File: src/rtl/count_ones_pkg.sv
// Shared width helper and default sizing for the count_ones population counter.
package count_ones_pkg;

  localparam int DEFAULT_DATA_WIDTH = 16;

  // Bits needed to hold any count 0..w inclusive.
  function automatic int cnt_width(input int w);
    return $clog2(w) + 1;
  endfunction

endpackage

File: src/rtl/count_ones_popcount_tree.sv
// Combinational balanced adder tree: counts the '1' bits of din in log2 levels.
module popcount_tree
  import count_ones_pkg::*;
#(
  parameter  int DATA_WIDTH = DEFAULT_DATA_WIDTH,
  localparam int CW         = cnt_width(DATA_WIDTH)
) (
  input  logic [DATA_WIDTH-1:0] din,
  output logic [CW-1:0]         count
);

  localparam int LEVELS = $clog2(DATA_WIDTH);
  localparam int PADDED = 1 << LEVELS;

  // Level 0 holds the (zero-padded) input bits; each later level halves the node count.
  for (genvar l = 0; l <= LEVELS; l++) begin : g_lvl
    logic [CW-1:0] sum [PADDED >> l];
    if (l == 0) begin : g_leaf
      for (genvar i = 0; i < PADDED; i++) begin : g_bit
        if (i < DATA_WIDTH) begin : g_real
          assign sum[i] = CW'(din[i]);
        end else begin : g_pad
          assign sum[i] = '0;
        end
      end
    end else begin : g_add
      for (genvar j = 0; j < (PADDED >> l); j++) begin : g_node
        assign sum[j] = g_lvl[l-1].sum[2*j] + g_lvl[l-1].sum[2*j+1];
      end
    end
  end

  assign count = g_lvl[LEVELS].sum[0];

endmodule

File: src/rtl/count_ones.sv
// Registered population counter: dout/dout_valid update one clock after din is accepted.
module count_ones
  import count_ones_pkg::*;
#(
  parameter  int DATA_WIDTH = DEFAULT_DATA_WIDTH,
  localparam int CW         = cnt_width(DATA_WIDTH)
) (
  input  logic                  clk,
  input  logic                  resetn,
  input  logic [DATA_WIDTH-1:0] din,
  input  logic                  din_valid,
  output logic [CW-1:0]         dout,
  output logic                  dout_valid
);

  logic [CW-1:0] count;

  popcount_tree #(.DATA_WIDTH(DATA_WIDTH)) u_tree (
    .din   (din),
    .count (count)
  );

  // Handshake: din is accepted on any rising edge with din_valid=1 (no ready, no
  // back-pressure); dout_valid is high for exactly the cycle after an accepted word,
  // and dout keeps the last accepted count while dout_valid is low.
  always_ff @(posedge clk or negedge resetn) begin
    if (!resetn) begin
      dout       <= '0;
      dout_valid <= 1'b0;
    end else begin
      dout_valid <= din_valid;
      if (din_valid) dout <= count;
    end
  end

endmodule

File: config.mk
export PLATFORM = sky130hd
export DESIGN_NAME = count_ones
export DESIGN_NICKNAME = d
export VERILOG_FILES = /design/src/rtl/count_ones_pkg.sv /design/src/rtl/count_ones_popcount_tree.sv /design/src/rtl/count_ones.sv
export SDC_FILE = /design/constraint.sdc
export NUM_CORES = 1
export LEC_CHECK = 0
export ABC_CLOCK_PERIOD_IN_PS = 1480
export CAP_MARGIN = 25
export CORE_MARGIN = 2
export CORE_UTILIZATION = 50
export CTS_CLUSTER_SIZE = 20
export DETAILED_ROUTE_END_ITERATION = 12
export DONT_BUFFER_PORTS = 1
export REMOVE_ABC_BUFFERS = 1
export SYNTH_ARGS = -nofsm -noshare
export SYNTH_HDL_FRONTEND = slang
export SYNTH_SLANG_ARGS = --single-unit
File: constraint.sdc
create_clock -name clk -period 1.48 [get_ports clk]
set_input_delay 0.296 -clock clk [delete_from_list [all_inputs] [get_ports clk]]
set_output_delay 0.296 -clock clk [all_outputs]
set_load 0.02 [all_outputs]
==> results.txt, run 1 <==
----------------------------------------------------
[Critical path]
  Largest fanout on the critical path ... 2
  Timing startpoint of the critical path ... din[3]
  Path depth of the worst reg2reg path ... 1
  Crit path kind ... in2reg
  Worst setup SP type ... primary input
  Type of destination of the critical path ... register
  Worst reg2reg path startpoint ... dout[1]
  CP Data Arrival Time ... 3430 ps
  Critical R2R Capture ... dout[1]
  Reg2Reg Setup Slack ... 610 ps
  Worst EP required ... 1600 ps

[Clock network]
  Clock transition at path regs ... 50 ps
  Clock Latency Late Sink ... 230 ps
  Total CTS buffers ... 3
  Clock tree from TritonCTS ... built
  Depth of the CTS H-tree ... 1
  Clock root buffer ... sky130_fd_sc_hd__clkbuf_4
  Clock buffer depth ... 2
  Sinks on Clock Net ... 6

[Finish]
  Share of post-route cells with drive strength above 1 ... 0.500
  Fillcell total ... 91
  Share of the core filled with cells ... 0.665
  Area added between synthesis and finish ... 24.4%
  Number of nets in the layout ... 107
  Final cell count without fillers ... 77
  Antenna diode instance count ... 0

[STA]
  Max_slew headroom ... 0.809
  Final TNS setup ... -7670 ps
  Maximum clock rate ... 0.302 GHz
  Crit path time final ... 3310 ps
  Crit share post-route ... 2.24
  Maximum clock skew at final layout ... 0 ps
  Final Worst Setup Slack ... -1830 ps
  RSZ-0062 raised after global routing ... yes
  Final number of setup-violating endpoints ... 5
  Final count of pins violating max slew ... 0
  Least-Margin Pin Slew ... 286 ps
  Number of hold violations in the final report ... 0

[Placement]
  HPWL Detailed ... 916 um
  Count of input and output buffers ... 0
  Gpl congestion ... 0.649
  Total placed cells including tap cells ... 70
  Post-place setup slack ... -2220 ps

[Floorplan]
  Number of primary I/O pins ... 25
  Row cnt ... 13
  Die Footprint ... 1690 um2
  Y dimension of the die ... 41.1 um
  Die W ... 41.1 um
  Floorplan core area ... 1280 um2
  Initial core utilization ... 0.535

[Power]
  Post-route total power ... 1.52 mW
  Leakage dissipation ... 0.399 nW
  Power per cell area ... 1780 nW/um2
  Worst voltage drop across the vdd grid ... 0.795 mV

[Yosys]
  Synthesized instance count ... 56
  Number of distinct standard cells referenced by the synthesized netlist ... 12
  Post-Syn Area per Cell ... 12.3 um2
  Total number of yosys warnings ... 0
  Post-synthesis sequential element count ... 6
  Part of the Yosys area used for sequential elements ... 0.219
  Syn Std Cell Area ... 687 um2

[GRT]
  Global-route wire length before repair ... 1.86 mm
  Total grt overflow ... 0
  Largest net degree at the start of global routing ... 9
  Vias in the first global route ... 451
  Antenna violations before repair ... 0
  Total global-route track usage ... 0.177

[Route]
  Top layer reached by signal wires ... met3
  Vias after detailed routing ... 394
  Met1 wire length ... 439 um
  DR pass1 iterations ... 2
  Post-route DRC ... 0
  Routed wire length on met2 ... 668 um
  Detailed route wirelength on metal3 ... 62 um
  WL/cell ... 15.2 um
  Residual antenna-violating net count after detailed routing ... 0
  Via density per instance ... 5.12
  1st-iter DRT viols ... 1
  Total routed wirelength ... 1.17 mm

[Worst hold path]
  Min-delay worst type ... in2reg
  Hold Crit Endpoint ... dout_valid
  Hold path depth ... 0
  Critical hold path startpoint ... din_valid

[Job]
  Max-Cap Viols ... 0

[Status]
  Violations in the final reports ... setup timing
  Result of the run ... finished, violations left

----------------------------------------------------
[sequential cells by signal (all words and copies together) (netlist names)]
signal / count
dout_valid: 1
dout: 5
[synthesized netlist by cell type, drive strengths merged]
cell type	instances	area, um2
nor2	1	3.75
mux2	3	45.0
dfrtp	6	150
ha	13	163
o21ai	1	5.00
mux2i	1	10.0
buf	1	11.3
xnor2	1	8.76
a21oi	2	10.0
inv	15	56.3
fa	11	220
nand2	1	3.75
[area by class of cell]
| type | instances | area (um2) | area share |
|---|---|---|---|
| repair buffers | 4 | 36.3 | 0.0425 |
| inverters | 15 | 56.3 | 0.0659 |
| multi-input cells | 34 | 571 | 0.668 |
| well taps | 15 | 18.8 | 0.0220 |
| flip-flops and latches | 6 | 150 | 0.176 |
| clock buffers | 3 | 22.5 | 0.0264 |
[power by group]
group	internal [mW]	switching (mW)	total (mW)
combinational	0.574	0.424	0.998
clock	0.0915	0.0555	0.147
sequential	0.240	0.136	0.375
total	0.905	0.615	1.52
[worst max-delay path by stage]
stage | to | cells after the start
global placement | dout[2] | 10
detailed placement | dout[2] | 10
CTS | dout[2] | 10
floorplan | dout[2] | 10
global route | dout[2] | 10
finish | dout[2] | 10
[critical path, stage by stage]
cell	delay (ps)
sky130_fd_sc_hd__ha_4	240
sky130_fd_sc_hd__inv_2	30
sky130_fd_sc_hd__fa_1	540
sky130_fd_sc_hd__inv_2	40
sky130_fd_sc_hd__fa_2	360
sky130_fd_sc_hd__fa_1	570
sky130_fd_sc_hd__fa_1	460
sky130_fd_sc_hd__ha_4	190
sky130_fd_sc_hd__fa_2	440
sky130_fd_sc_hd__mux2_4	260
[cell usage in the layout, fill, tap and decap left out, types with 2 or more instances in the layout]
| cell | netlist | routed |
|---|---|---|
| sky130_fd_sc_hd__inv_2 | 0 | 10 |
| sky130_fd_sc_hd__fa_1 | 11 | 7 |
| sky130_fd_sc_hd__ha_4 | 0 | 7 |
| sky130_fd_sc_hd__ha_1 | 13 | 6 |
| sky130_fd_sc_hd__dfrtp_1 | 6 | 6 |
| sky130_fd_sc_hd__inv_1 | 15 | 5 |
| sky130_fd_sc_hd__fa_2 | 0 | 4 |
| sky130_fd_sc_hd__mux2_4 | 3 | 3 |
| sky130_fd_sc_hd__clkbuf_4 | 0 | 3 |
| sky130_fd_sc_hd__buf_4 | 0 | 2 |
[what timing repair did]
item / CTS / global route
pin swaps: 13 / 9
gates cloned: 0 / 0
hold buffers: 1 / 0
hold endpoints to repair: 6 / 0
buffers inserted: 2 / 1
gates resized for setup: 19 / 9
endpoints found under the setup margin: 5 / 5
[stage by stage]
stage	area [um2]	hold slack, ps
finish	855	88.2
global route	855	68.2
CTS	802	79.4
detailed placement	694	0.557
global placement	694	0.536
floorplan	676	0.409
[cell families after synthesis]
logic type,synth area share
xor+xnor,0.0128
fa+ha+maj,0.557
compound gates,0.0219
buf+inv,0.0984
mux,0.0801
simple gates,0.0109
flops,0.219
[per-layer routing]
metal / vias up / global-route usage
li1: 186 / -
met1: 193 / 0.203
met2: 15 / 0.316
met3: 0 / 0.0326
met4: 0 / 0.0750
met5: - / 0
(Power assumes the default switching activity.)
==> run 2: changes to the inputs <==
--- a/config.mk
+++ b/config.mk
@@ -5,13 +5,13 @@
 export SDC_FILE = /design/constraint.sdc
 export NUM_CORES = 1
 export LEC_CHECK = 0
-export ABC_CLOCK_PERIOD_IN_PS = 1480
 export CAP_MARGIN = 25
 export CORE_MARGIN = 2
 export CORE_UTILIZATION = 50
 export CTS_CLUSTER_SIZE = 20
 export DETAILED_ROUTE_END_ITERATION = 12
 export DONT_BUFFER_PORTS = 1
+export HOLD_SLACK_MARGIN = 0.08
 export REMOVE_ABC_BUFFERS = 1
 export SYNTH_ARGS = -nofsm -noshare
 export SYNTH_HDL_FRONTEND = slang
==> run 2 against run 1 <==
  * Critical path type unchanged
  * Sequential share of layout area decreased by 0.20 points
  * Sequential cell count stayed put
  * The run still ends with setup timing left
  * Register-to-register slack barely moved
  * Clock-buffer cell count unchanged
  * Largest power group unchanged
==> results.txt, run 2 (same netlist as run 1, synthesis figures left out) <==
----------------------------------------------------
[Status]
  Result of the run ... finished, violations left
  Violations in the final reports ... setup timing

[Route]
  Total routed wirelength ... 1.18 mm
  WL/cell ... 15.1 um
  Vias after detailed routing ... 397
  Post-route DRC ... 0
  DR pass1 iterations ... 4
  Residual antenna-violating net count after detailed routing ... 0
  1st-iter DRT viols ... 1
  Via density per instance ... 5.09

[Critical path]
  Worst EP required ... 1600 ps
  Critical R2R Capture ... dout[1]
  Type of destination of the critical path ... register
  Worst reg2reg path startpoint ... dout[1]
  CP Data Arrival Time ... 3430 ps
  Worst setup SP type ... primary input
  Largest fanout on the critical path ... 2
  Reg2Reg Setup Slack ... 610 ps
  Family with the most delay on the worst path ... adder cells
  Crit path kind ... in2reg
  Delay of the slowest cell on the worst path ... 570 ps
  Cell with the biggest individual delay on the critical path ... sky130_fd_sc_hd__fa_1
  Path depth of the worst reg2reg path ... 1
  Timing startpoint of the critical path ... din[3]
  CP most frequent cell ... sky130_fd_sc_hd__fa_1
  Cell-by-cell listing of the critical path ... ha_4 -> inv_2 -> fa_1 -> inv_2 -> fa_2 -> fa_1 -> fa_1 -> ha_4 -> fa_2 -> mux2_4
  Critical path buffers and inverters ... 2

[Placement]
  HPWL Detailed ... 916 um
  Count of input and output buffers ... 0
  Gpl congestion ... 0.649

[GRT]
  Total grt overflow ... 0
  GR met3 Demand/Resource ... 0.0326
  Vias in the first global route ... 461
  Antenna violations before repair ... 0
  Routing usage on met2 ... 0.320
  Met1 track utilization from global routing ... 0.207
  Total global-route track usage ... 0.180
  Global-route wire length before repair ... 1.89 mm
  Busiest layer in global routing ... met2
  Largest net degree at the start of global routing ... 9

[Floorplan]
  Die Footprint ... 1690 um2
  Floorplan core area ... 1280 um2
  Die W ... 41.1 um
  Number of primary I/O pins ... 25
  Initial core utilization ... 0.535
  Row cnt ... 13
  Y dimension of the die ... 41.1 um

[STA]
  Number of hold violations in the final report ... 0
  Least-Margin Pin Slew ... 283 ps
  Final number of setup-violating endpoints ... 5
  Maximum clock rate ... 0.302 GHz
  Crit share post-route ... 2.24
  RSZ-0062 raised after global routing ... yes
  Final TNS setup ... -7670 ps
  Final count of pins violating max slew ... 0
  Final Worst Setup Slack ... -1830 ps
  Crit path time final ... 3310 ps
  Max_slew headroom ... 0.811
  Maximum clock skew at final layout ... 0 ps

[Power]
  Worst voltage drop across the vdd grid ... 0.796 mV
  Post-route total power ... 1.52 mW
  Leakage dissipation ... 0.403 nW
  Power per cell area ... 1760 nW/um2

[Job]
  Max-Cap Viols ... 0

[Worst hold path]
  Critical hold path startpoint ... din_valid
  Hold path depth ... 1
  Min-delay worst type ... in2reg
  Hold Crit Endpoint ... dout[3]

[Clock network]
  Clock transition at path regs ... 50 ps
  Clock tree from TritonCTS ... built
  Clock buffer depth ... 2
  Clock root buffer ... sky130_fd_sc_hd__clkbuf_4
  Total CTS buffers ... 3
  Sinks on Clock Net ... 6
  Depth of the CTS H-tree ... 1
  Clock Latency Late Sink ... 240 ps

[Finish]
  Commonest cells after routing, fill and taps aside ... sky130_fd_sc_hd__inv_2, sky130_fd_sc_hd__fa_1, sky130_fd_sc_hd__ha_4
  Flip-flop count of the largest register, all copies and words added ... 5
  Share of the core filled with cells ... 0.673
  Most frequent standard cell in the layout excluding fill and tap cells ... sky130_fd_sc_hd__inv_2
  Largest registers in the final layout ... dout: 5 flops, dout_valid: 1 flops
  Number of nets in the layout ... 108
  Share of post-route cells with drive strength above 1 ... 0.492
  Antenna diode instance count ... 0
  Area added between synthesis and finish ... 25.9%
  Register with the most flip-flops ... dout

----------------------------------------------------
## run 2: cell count changes in the layout (fill, tap and decap cells not counted), sizes merged
cell | previous run | this run
dlygate4sd3 | 1 | 2
## run 2: what timing repair did
item	in CTS	in global routing
cloned	0	0
endpoints found under the hold margin	7	0
resized for setup	19	9
hold buffers	2	0
pin swaps	13	9
buffers inserted	2	1
setup endpoints to repair	5	5
## run 2: how the worst max path moves through the flow
stage / depth (start not counted) / slack, ps / endpoint
final: 10 / -1830 / dout[2]
after global routing: 10 / -1890 / dout[2]
after CTS: 10 / -1800 / dout[2]
after detailed placement: 10 / -2220 / dout[2]
after global placement: 10 / -2150 / dout[2]
after floorplan: 10 / -2080 / dout[2]
## run 2: routing by layer
layer,share of wire,vias up
met5,0,-
met4,0,0
met3,0.052,0
met2,0.57,15
met1,0.38,194
li1,-,188
## run 2: final cells by class
type	instances	area, um2
flip-flops and latches	6	150
repair buffers	5	46.3
clock buffers	3	22.5
multi-input cells	34	571
fillers	90	420
inverters	15	56.3
well taps	15	18.8
## run 2: through the flow
| stage | setup slack, ps | cell area (um2) | hold WS, ps | std cells |
|---|---|---|---|---|
| after floorplan | -2080 | 676 | 0.409 | 55 |
| after global placement | -2150 | 694 | 0.536 | 70 |
| after detailed placement | -2220 | 694 | 0.557 | 70 |
| after CTS | -1800 | 812 | 139 | 77 |
| after global routing | -1890 | 865 | 139 | 78 |
| final | -1830 | 865 | 139 | 78 |
## run 2: report_power, final
part / switching, mW / total (mW) / internal (mW)
registers: 0.136 / 0.375 / 0.240
clock network: 0.0571 / 0.149 / 0.0916
logic: 0.424 / 1.00 / 0.576
total: 0.617 / 1.52 / 0.907
==> run 3: changes to the inputs <==
--- a/config.mk
+++ b/config.mk
@@ -8,7 +8,7 @@
 export CAP_MARGIN = 25
 export CORE_MARGIN = 2
 export CORE_UTILIZATION = 50
-export CTS_CLUSTER_SIZE = 20
+export CTS_BUF_LIST = sky130_fd_sc_hd__clkbuf_4 sky130_fd_sc_hd__clkbuf_8
 export DETAILED_ROUTE_END_ITERATION = 12
 export DONT_BUFFER_PORTS = 1
 export HOLD_SLACK_MARGIN = 0.08
==> results of run 3 <==
Same layout as run 2: the final DEF is identical, and so are final timing and power.
